==> src/rtl/cla_seq_adder_pkg.sv <==
// -----------------------------------------------------------------------------
// cla_seq_adder_pkg
//
// Purpose: shared definitions for the nibble-serial carry-lookahead
// add/subtract unit.
//
// Contents:
//   NIB_W     - width of one lookahead slice (one nibble)
//   OP_ADD    - i_op encoding for a + b + carry-in
//   OP_SUB    - i_op encoding for a - b
//   state_e   - controller states IDLE / RUN / DONE
//   cntWidth  - nibble counter width for a given step count (minimum 1)
// -----------------------------------------------------------------------------
package cla_seq_adder_pkg;

    localparam int NIB_W = 4;

    localparam logic OP_ADD = 1'b0;
    localparam logic OP_SUB = 1'b1;

    typedef enum logic [1:0] {
        IDLE = 2'd0,
        RUN  = 2'd1,
        DONE = 2'd2
    } state_e;

    // A single-step unit still needs a 1-bit counter so the register exists.
    function automatic int cntWidth(input int ns);
        return (ns > 1) ? $clog2(ns) : 1;
    endfunction

endpackage

==> src/rtl/cla_slice_4b.sv <==
// -----------------------------------------------------------------------------
// cla_slice_4b
//
// Purpose: purely combinational 4-bit carry-lookahead adder slice. Every
// internal carry is expanded directly from the generate/propagate terms and
// the slice carry-in, so no carry ripples between bit positions.
//
// Ports:
//   a_i    [3:0]  in   addend nibble
//   b_i    [3:0]  in   addend nibble (already inverted by the caller for sub)
//   cin_i         in   carry into bit 0
//   s_o    [3:0]  out  sum nibble
//   cout_o        out  carry out of bit 3
// -----------------------------------------------------------------------------
module cla_slice_4b
    import cla_seq_adder_pkg::*;
(
    input  logic [NIB_W-1:0] a_i,
    input  logic [NIB_W-1:0] b_i,
    input  logic             cin_i,
    output logic [NIB_W-1:0] s_o,
    output logic             cout_o
);

    logic [NIB_W-1:0] p;
    logic [NIB_W-1:0] g;
    logic [NIB_W:0]   c;

    assign p = a_i ^ b_i;
    assign g = a_i & b_i;

    // Lookahead expansion: carry k is the OR of "generated at bit j and
    // propagated through every bit above j" for all j < k, plus the carry-in
    // propagated through all lower bits.
    assign c[0] = cin_i;
    assign c[1] = g[0]
                | (p[0] & c[0]);
    assign c[2] = g[1]
                | (p[1] & g[0])
                | (p[1] & p[0] & c[0]);
    assign c[3] = g[2]
                | (p[2] & g[1])
                | (p[2] & p[1] & g[0])
                | (p[2] & p[1] & p[0] & c[0]);
    assign c[4] = g[3]
                | (p[3] & g[2])
                | (p[3] & p[2] & g[1])
                | (p[3] & p[2] & p[1] & g[0])
                | (p[3] & p[2] & p[1] & p[0] & c[0]);

    assign s_o    = p ^ c[NIB_W-1:0];
    assign cout_o = c[NIB_W];

endmodule

==> src/rtl/cla_seq_adder.sv <==
// -----------------------------------------------------------------------------
// cla_seq_adder
//
// Purpose: multi-cycle DW-bit add/subtract unit. One 4-bit carry-lookahead
// slice is reused once per clock, least significant nibble first, with the
// inter-nibble carry held in a register. A request is accepted in IDLE, takes
// NS cycles in RUN, and the result is presented in DONE until the consumer
// takes it. Subtraction is performed as A + ~B + 1.
//
// Parameters:
//   DW  operand/result width, multiple of 4 and at least 4
//
// Ports:
//   i_clk          in   clock, rising edge
//   i_rstn         in   asynchronous active-low reset
//   i_valid        in   request valid
//   o_ready        out  unit can accept a request (IDLE)
//   i_op           in   OP_ADD: a+b+i_c, OP_SUB: a-b (i_c ignored)
//   i_a   [DW-1:0] in   operand A
//   i_b   [DW-1:0] in   operand B
//   i_c            in   carry-in for add
//   o_valid        out  result valid (DONE)
//   i_ready        in   consumer accepts result
//   o_s   [DW-1:0] out  sum/difference
//   o_c            out  carry-out; for subtract 1 means no borrow
//   o_v            out  signed two's-complement overflow
//   o_busy         out  operation in flight or result pending
// -----------------------------------------------------------------------------
module cla_seq_adder
    import cla_seq_adder_pkg::*;
#(
    parameter int DW = 16
) (
    input  logic          i_clk,
    input  logic          i_rstn,
    input  logic          i_valid,
    output logic          o_ready,
    input  logic          i_op,
    input  logic [DW-1:0] i_a,
    input  logic [DW-1:0] i_b,
    input  logic          i_c,
    output logic          o_valid,
    input  logic          i_ready,
    output logic [DW-1:0] o_s,
    output logic          o_c,
    output logic          o_v,
    output logic          o_busy
);

    localparam int NS = DW / NIB_W;
    localparam int CW = cntWidth(NS);
    localparam logic [CW-1:0] CNT_LAST = CW'(NS - 1);

    // Reject widths that do not split into whole nibbles.
    generate
        if (((DW % NIB_W) != 0) || (DW < NIB_W)) begin : gParamCheck
            $error("cla_seq_adder: DW must be a multiple of 4 and at least 4");
        end
    endgenerate

    state_e state_q, state_d;
    logic [CW-1:0] cnt_q, cnt_d;
    logic carry_q, carry_d;
    logic ovf_q, ovf_d;

    // Operands and result are kept as nibble arrays so the counter indexes
    // the active nibble directly.
    logic [NS-1:0][NIB_W-1:0] opA_q, opA_d;
    logic [NS-1:0][NIB_W-1:0] opB_q, opB_d;
    logic [NS-1:0][NIB_W-1:0] sum_q, sum_d;

    logic [NIB_W-1:0] sliceA;
    logic [NIB_W-1:0] sliceB;
    logic [NIB_W-1:0] sliceSum;
    logic             sliceCout;

    assign sliceA = opA_q[cnt_q];
    assign sliceB = opB_q[cnt_q];

    cla_slice_4b uSlice (
        .a_i    (sliceA),
        .b_i    (sliceB),
        .cin_i  (carry_q),
        .s_o    (sliceSum),
        .cout_o (sliceCout)
    );

    // State and datapath registers. Reset clears everything, so an operation
    // interrupted by reset leaves no trace on the outputs.
    always_ff @(posedge i_clk or negedge i_rstn) begin
        if (!i_rstn) begin
            state_q <= IDLE;
            cnt_q   <= '0;
            carry_q <= 1'b0;
            ovf_q   <= 1'b0;
            opA_q   <= '0;
            opB_q   <= '0;
            sum_q   <= '0;
        end else begin
            state_q <= state_d;
            cnt_q   <= cnt_d;
            carry_q <= carry_d;
            ovf_q   <= ovf_d;
            opA_q   <= opA_d;
            opB_q   <= opB_d;
            sum_q   <= sum_d;
        end
    end

    // Next-state and datapath update. Inputs are only sampled in IDLE, so
    // anything the requester does during RUN or DONE has no effect.
    always_comb begin
        state_d = state_q;
        cnt_d   = cnt_q;
        carry_d = carry_q;
        ovf_d   = ovf_q;
        opA_d   = opA_q;
        opB_d   = opB_q;
        sum_d   = sum_q;

        unique case (state_q)
            IDLE: begin
                if (i_valid) begin
                    opA_d   = i_a;
                    opB_d   = (i_op == OP_SUB) ? ~i_b : i_b;
                    carry_d = (i_op == OP_SUB) ? 1'b1 : i_c;
                    cnt_d   = '0;
                    ovf_d   = 1'b0;
                    state_d = RUN;
                end
            end

            RUN: begin
                sum_d[cnt_q] = sliceSum;
                carry_d      = sliceCout;
                if (cnt_q == CNT_LAST) begin
                    // Overflow: operands (B as actually added) share a sign
                    // and the result sign differs from it.
                    ovf_d   = (opA_q[NS-1][NIB_W-1] == opB_q[NS-1][NIB_W-1])
                           && (sliceSum[NIB_W-1] != opA_q[NS-1][NIB_W-1]);
                    cnt_d   = '0;
                    state_d = DONE;
                end else begin
                    cnt_d = cnt_q + 1'b1;
                end
            end

            DONE: begin
                if (i_ready) begin
                    state_d = IDLE;
                end
            end

            default: begin
                state_d = IDLE;
            end
        endcase
    end

    assign o_ready = (state_q == IDLE);
    assign o_valid = (state_q == DONE);
    assign o_busy  = (state_q == RUN) || (state_q == DONE);
    assign o_s     = sum_q;
    assign o_c     = carry_q;
    assign o_v     = ovf_q;

    // The step counter must stay inside the nibble range.
    assert property (@(posedge i_clk) disable iff (!i_rstn)
        cnt_q <= CNT_LAST);

    // A presented result must not move until it is taken.
    assert property (@(posedge i_clk) disable iff (!i_rstn)
        (o_valid && !i_ready) |=> (o_valid && $stable(o_s) && $stable(o_c) && $stable(o_v)));

endmodule
==> config.mk <==
export PLATFORM = sky130hd
export DESIGN_NAME = cla_seq_adder
export DESIGN_NICKNAME = d
export VERILOG_FILES = /design/src/rtl/cla_seq_adder_pkg.sv /design/src/rtl/cla_slice_4b.sv /design/src/rtl/cla_seq_adder.sv
export SDC_FILE = /design/constraint.sdc
export NUM_CORES = 1
export LEC_CHECK = 0
export BUFFER_PORTS_ARGS = -buffer_cell sky130_fd_sc_hd__buf_2
export CAP_MARGIN = 20
export CORE_UTILIZATION = 45
export DETAILED_ROUTE_END_ITERATION = 10
export MAX_ROUTING_LAYER = met4
export PLACE_DENSITY = 0.68
export SLEW_MARGIN = 15
export SYNTH_ARGS = -nofsm -noshare
export SYNTH_HDL_FRONTEND = slang
export SYNTH_SLANG_ARGS = --single-unit
==> constraint.sdc <==
create_clock -name i_clk -period 7.2 [get_ports i_clk]
set_input_delay 1.08 -clock i_clk [delete_from_list [all_inputs] [get_ports i_clk]]
set_output_delay 1.08 -clock i_clk [all_outputs]
set_load 0.03 [all_outputs]
==> flow_metrics.tcl, run 1 <==
set metrics [dict create \
    status "finished, final reports clean" \
    leakagePower_nw 1.44 \
    place_area_sq_um 2980 \
    dr.pass1.iters 6 \
    relSlewSlack 0.551 \
    slowest_delay_ns 0.75 \
    max-cap-violations 0 \
    required_ns 7.38 \
    yosys_warnings 0 \
    reg2reg_slack_ns 4.58 \
    syn_nets 275 \
    netlist_area_sq_um 2640 \
    place.gp.congestion 0.746 \
    synth_top_area_cell "dfrtp_1" \
    grt_usage 0.182 \
    crit_path_start "cnt_q[0]" \
    max_freq_mhz 382 \
    hold_class "reg -> reg" \
    hpwl_um 3670 \
    fin_util 0.551 \
    seq_area_frac_synth 0.513 \
    grt_max_degree 55 \
    io_pins 59 \
    final_common_cell "buf_2" \
    cts-root-buf "clkbuf_8" \
    cts_made_buffers 5 \
    grt_setup_unrepaired "no" \
    final-setup-viol-count 0 \
    yosys.area.top_type_share 0.513 \
    post_synth_inst_count 225 \
    finClkSkew_ns 0.00634 \
    drc_errors 0 \
    cts_buffer_depth 2 \
    io_buffers 58 \
    layout.nets 332 \
    overflow 0 \
    synth_area_leaders "dfrtp_1 (51%), mux2_1 (7.7%), mux4_2 (6.8%)" \
    post_cts_buffers 0 \
    cp-end-kind "flip-flop" \
    rr_startpoint "cnt_q[0]" \
    slew_violations 0 \
    syn_to_final_growth_pct 16.4 \
    die_area_sq_um 6170 \
    die_w_um 78.5 \
    max_slew.worst_pin.slew_ns 0.674 \
    path_clk_slew_ns 0.09 \
    period_share 0.364 \
    via_per_inst 5.05 \
    antenna_left 0 \
    clk_latency_ns 0.30 \
    ys_ff_latch 54 \
    clock-sinks 54 \
    cp-endpoint "o_v" \
    cts_tree "yes" \
    design_area_sq_um 3070 \
    regToRegEndpoint "o_v" \
    synth_area_per_cell_sq_um 11.7 \
    layout-drive-gt1-share 0.293 \
    first_global_vias 1764 \
    arrival_ns 2.80 \
    final_cell_mix "buf_2 (58), dfrtp_1 (54), nand2_1 (36)" \
    wl_per_cell_um 13.7 \
    ir_worst_vdd_mv 0.227 \
    dieHeight_um 78.5 \
    routed_wl_um 4850 \
    start_kind "flip-flop" \
    num_vias 1792 \
    period_minus_slack_ns 2.62 \
    diodes 0 \
    path_cells "mux4_2 -> ha_1 -> a211o_1 -> a211oi_2 -> or2_4 -> o211ai_2" \
    hold_viol 0 \
    setup_tns_ns 0 \
    coreArea_sq_um 5570 \
    initialDrtViolationCount 90 \
    post_cts_resized 0 \
    path_class "reg -> reg" \
    initial_core_util 0.473 \
    grt_pass1_wl_um 8470 \
    power.density_nw_per_um2 521 \
    h-tree-depth 2 \
    synth_cell_types 32 \
    rows 27 \
    ctsHoldBuffers 0 \
    slowest_stage "dfrtp_1" \
    worst-r2r-cell-count 6 \
    antenna_found_initial 0 \
    cp_max_fo 13 \
]
## sequential cells by signal, indices dropped and copies added, names as in the netlist
| register | cells |
|---|---|
| cnt_q | 2 |
| o_c | 1 |
| opB_q | 16 |
| o_v | 1 |
| o_s | 16 |
| state_q | 2 |
| opA_q | 16 |
## area by class of cell
| type | instances | area [sq um] |
|---|---|---|
| clock buffer | 7 | 86.3 |
| timing repair buffer | 60 | 305 |
| fill | 506 | 2500 |
| clock inverter | 1 | 5.00 |
| inverter | 9 | 33.8 |
| sequential | 54 | 1350 |
| multi-input combinational | 152 | 1200 |
| tap | 72 | 90.1 |
## cell usage after synthesis (all sizes together)
cell and instances:
o21ai 33, clkbuf 1, o21a 1, buf 9
xor2 1, fa 1, nand2b 2, a32o 2
nand2 36, or2 1, a211oi 1, a211o 1
o2111ai 1, inv 9, a21oi 2, o211ai 3
nor2 5, and3 1, nor2b 1, dfrtp 54
nand3 2, ha 11, a21boi 1, mux2 21
xnor2 16, mux4 8, o32ai 1
## worst max-delay path: cells and delay by family (launching register included)
| family | cells | cell delay, ns |
|---|---|---|
| DFF | 1 | 0.75 |
| muxes | 1 | 0.61 |
| AOI/OAI and AO/OA | 3 | 0.61 |
| adders and majority gates | 1 | 0.32 |
| and+or+nand+nor | 1 | 0.19 |
## power by group
part           switching (W)  internal, W  leakage (nW)
registers           0.000106     0.000454         0.660
clock network      0.0000928    0.0000778        0.0482
logic               0.000503     0.000367         0.729
## cell families after synthesis
logic type / after synthesis / share of synthesized area
AOI/OAI and AO/OA: 46 / 0.105
DFF: 54 / 0.513
adders and majority gates: 12 / 0.0598
buffers and inverters: 19 / 0.0332
and+or+nand+nor: 48 / 0.0750
xor gates and xnor gates: 17 / 0.0565
muxes: 29 / 0.158
## how the worst min path moves through the flow
stage	from	end	slack [ns]	cells past startpoint
2_1_floorplan	opB_q[10]	opB_q[10]	0.45	2
3_3_place_gp	o_s[4]	o_s[4]	0.46	2
3_5_place_dp	o_s[4]	o_s[4]	0.47	2
4_1_cts	o_s[4]	o_s[4]	0.49	2
5_1_grt	o_s[13]	o_s[13]	0.52	2
6_report	o_s[4]	o_s[4]	0.48	2
## metrics by stage
step                      cells  hold slack [ns]  power (W)  setup WS (ns)
after floorplan             225            0.450    0.00124           4.92
after global placement      347            0.455    0.00142           4.63
after detailed placement    347            0.465    0.00145           4.56
after CTS                   355            0.487    0.00162           4.55
after global routing        355            0.521    0.00175           4.40
final                       355            0.478    0.00160           4.58
## layer usage
layer / routed length [um] / share of wire / vias to the layer above / global-route usage
met5: 0 / 0 / - / -
met2: 2380 / 0.49 / 48 / 0.301
li1: - / - / 891 / -
met3: 217 / 0.045 / 6 / 0.0302
met4: 57 / 0.012 / 0 / 0.0556
met1: 2200 / 0.45 / 847 / 0.230
Power figures use the tool's default switching activity.
==> inputs of run 2 (changes only) <==
PLACE_DENSITY = 0.71   (was 0.68)
clock period = 2.3 ns   (was 7.2 ns; I/O delays follow)
==> flow_metrics.tcl, run 2 (synthesis results as in run 1) <==
set metrics [dict create \
    grt_setup_unrepaired "yes" \
    hold_viol 0 \
    antenna_left 0 \
    syn_to_final_growth_pct 23.6 \
    cts-root-buf "clkbuf_8" \
    h-tree-depth 2 \
    status "finished, violations left" \
    cts_buffer_depth 2 \
    wl_per_cell_um 14.6 \
    die_area_sq_um 6170 \
    place.gp.congestion 0.928 \
    clk_latency_ns 0.31 \
    leakagePower_nw 1.50 \
    clock-sinks 54 \
    max_freq_mhz 435 \
    ir_worst_vdd_mv 0.746 \
    path_class "reg -> reg" \
    max_slew.worst_pin.slew_ns 0.553 \
    arrival_ns 2.48 \
    slew_violations 0 \
    num_vias 1856 \
    period_minus_slack_ns 2.30 \
    coreArea_sq_um 5570 \
    drc_errors 0 \
    path_clk_slew_ns 0.09 \
    fill_cells 479 \
    final_common_cell "buf_2" \
    violations "setup timing" \
    antenna_found_initial 0 \
    required_ns 2.48 \
    io_pins 59 \
    final_cell_mix "buf_2 (58), dfrtp_1 (53), nand2_1 (36)" \
    setup_tns_ns -0.000528 \
    rows 27 \
    grt_max_degree 49 \
    slowest_stage "mux4_2" \
    power.density_nw_per_um2 1740 \
    dieHeight_um 78.5 \
    period_share 1.00 \
    critPathMostFrequentCell "buf_12" \
    fin_util 0.585 \
    cts_made_buffers 5 \
    finClkSkew_ns 0.00785 \
    setup_slack_ns -0.000528 \
    io_buffers 58 \
    layout-drive-gt1-share 0.326 \
    hold_class "in -> async" \
    routed_wl_um 5260 \
    grt_usage 0.191 \
    grt_pass1_wl_um 8850 \
    place_area_sq_um 3020 \
    path_cells "buf_12 -> buf_12 -> mux4_2 -> ha_4 -> o21a_1 -> a211oi_2 -> or2_4 -> o211ai_2" \
    via_per_inst 5.16 \
    start_kind "flip-flop" \
    dr.pass1.iters 4 \
    relSlewSlack 0.631 \
    max-cap-violations 0 \
    initial_core_util 0.473 \
    cts_tree "yes" \
    cp-end-kind "flip-flop" \
    cp_max_fo 6 \
    initialDrtViolationCount 108 \
    overflow 0 \
    die_w_um 78.5 \
    hpwl_um 3820 \
    slowest_delay_ns 0.54 \
    layout.nets 337 \
    first_global_vias 1877 \
    final-setup-viol-count 1 \
    diodes 0 \
    design_area_sq_um 3260 \
]
run 2: final cells by class:
| class | count | area [sq um] | share of cell area |
|---|---|---|---|
| clock buffers | 6 | 82.6 | 0.0253 |
| flip-flops and latches | 54 | 1350 | 0.415 |
| repair buffers | 65 | 393 | 0.121 |
| clock inverters | 2 | 60.1 | 0.0184 |
| well taps | 72 | 90.1 | 0.0276 |
| inverters | 9 | 33.8 | 0.0104 |
| multi-input cells | 152 | 1250 | 0.383 |
run 2: final timing paths:
check / from / endpoint / slack [ns] / cells after the start
worst max-delay path: cnt_q[0] / o_v / -0.0005 / 8
worst min-delay path: i_rstn / o_s[7] / 0.02 / 1
worst max register to register: cnt_q[0] / o_v / -0.0005 / 8
worst min register to register: o_s[0] / o_s[0] / 0.48 / 2
max in group asynchronous: i_rstn / cnt_q[1] / 1.72 / 2
min in group i_clk: i_a[9] / opA_q[9] / 0.24 / 2
run 2: stage by stage:
step | setup slack (ns) | hold slack (ns) | total power (W) | instances
floorplan | 0.0189 | 0.0494 | 0.00387 | 225
global placement | 0.0367 | 0.359 | 0.00452 | 348
detailed placement | -0.0136 | 0.378 | 0.00463 | 348
CTS | 0.00337 | 0.0397 | 0.00559 | 360
global route | -0.0456 | 0.0479 | 0.00608 | 360
finish | -0.000528 | 0.0187 | 0.00569 | 360
run 2: critical path: cells and delay by family, from the launching register on:
kind / cells / cell delay, ns
buf+inv: 2 / 0.24
compound gates: 3 / 0.55
mux: 1 / 0.54
fa+ha+maj: 1 / 0.28
flops: 1 / 0.38
simple gates: 1 / 0.19
run 2: report_power, final:
part           switching, W  internal (W)
combinational       0.00177       0.00142
sequential         0.000302       0.00142
clock              0.000307      0.000464
total               0.00238       0.00331
run 2: timing repair:
action / in CTS / in global routing
gates cloned: 0 / 0
setup endpoints to repair: 5 / 10
gates resized for setup: 3 / 2
pin swaps: 3 / 4
setup buffers: 4 / 0
hold buffers: 0 / 0
run 2: metal layers:
metal  vias to the layer above  global-route usage  share of wire
li1                        900                   -              -
met1                       875               0.238           0.44
met2                        73               0.312           0.47
met3                         8              0.0384          0.061
met4                         0              0.0593          0.020
met5                         -                   -              0
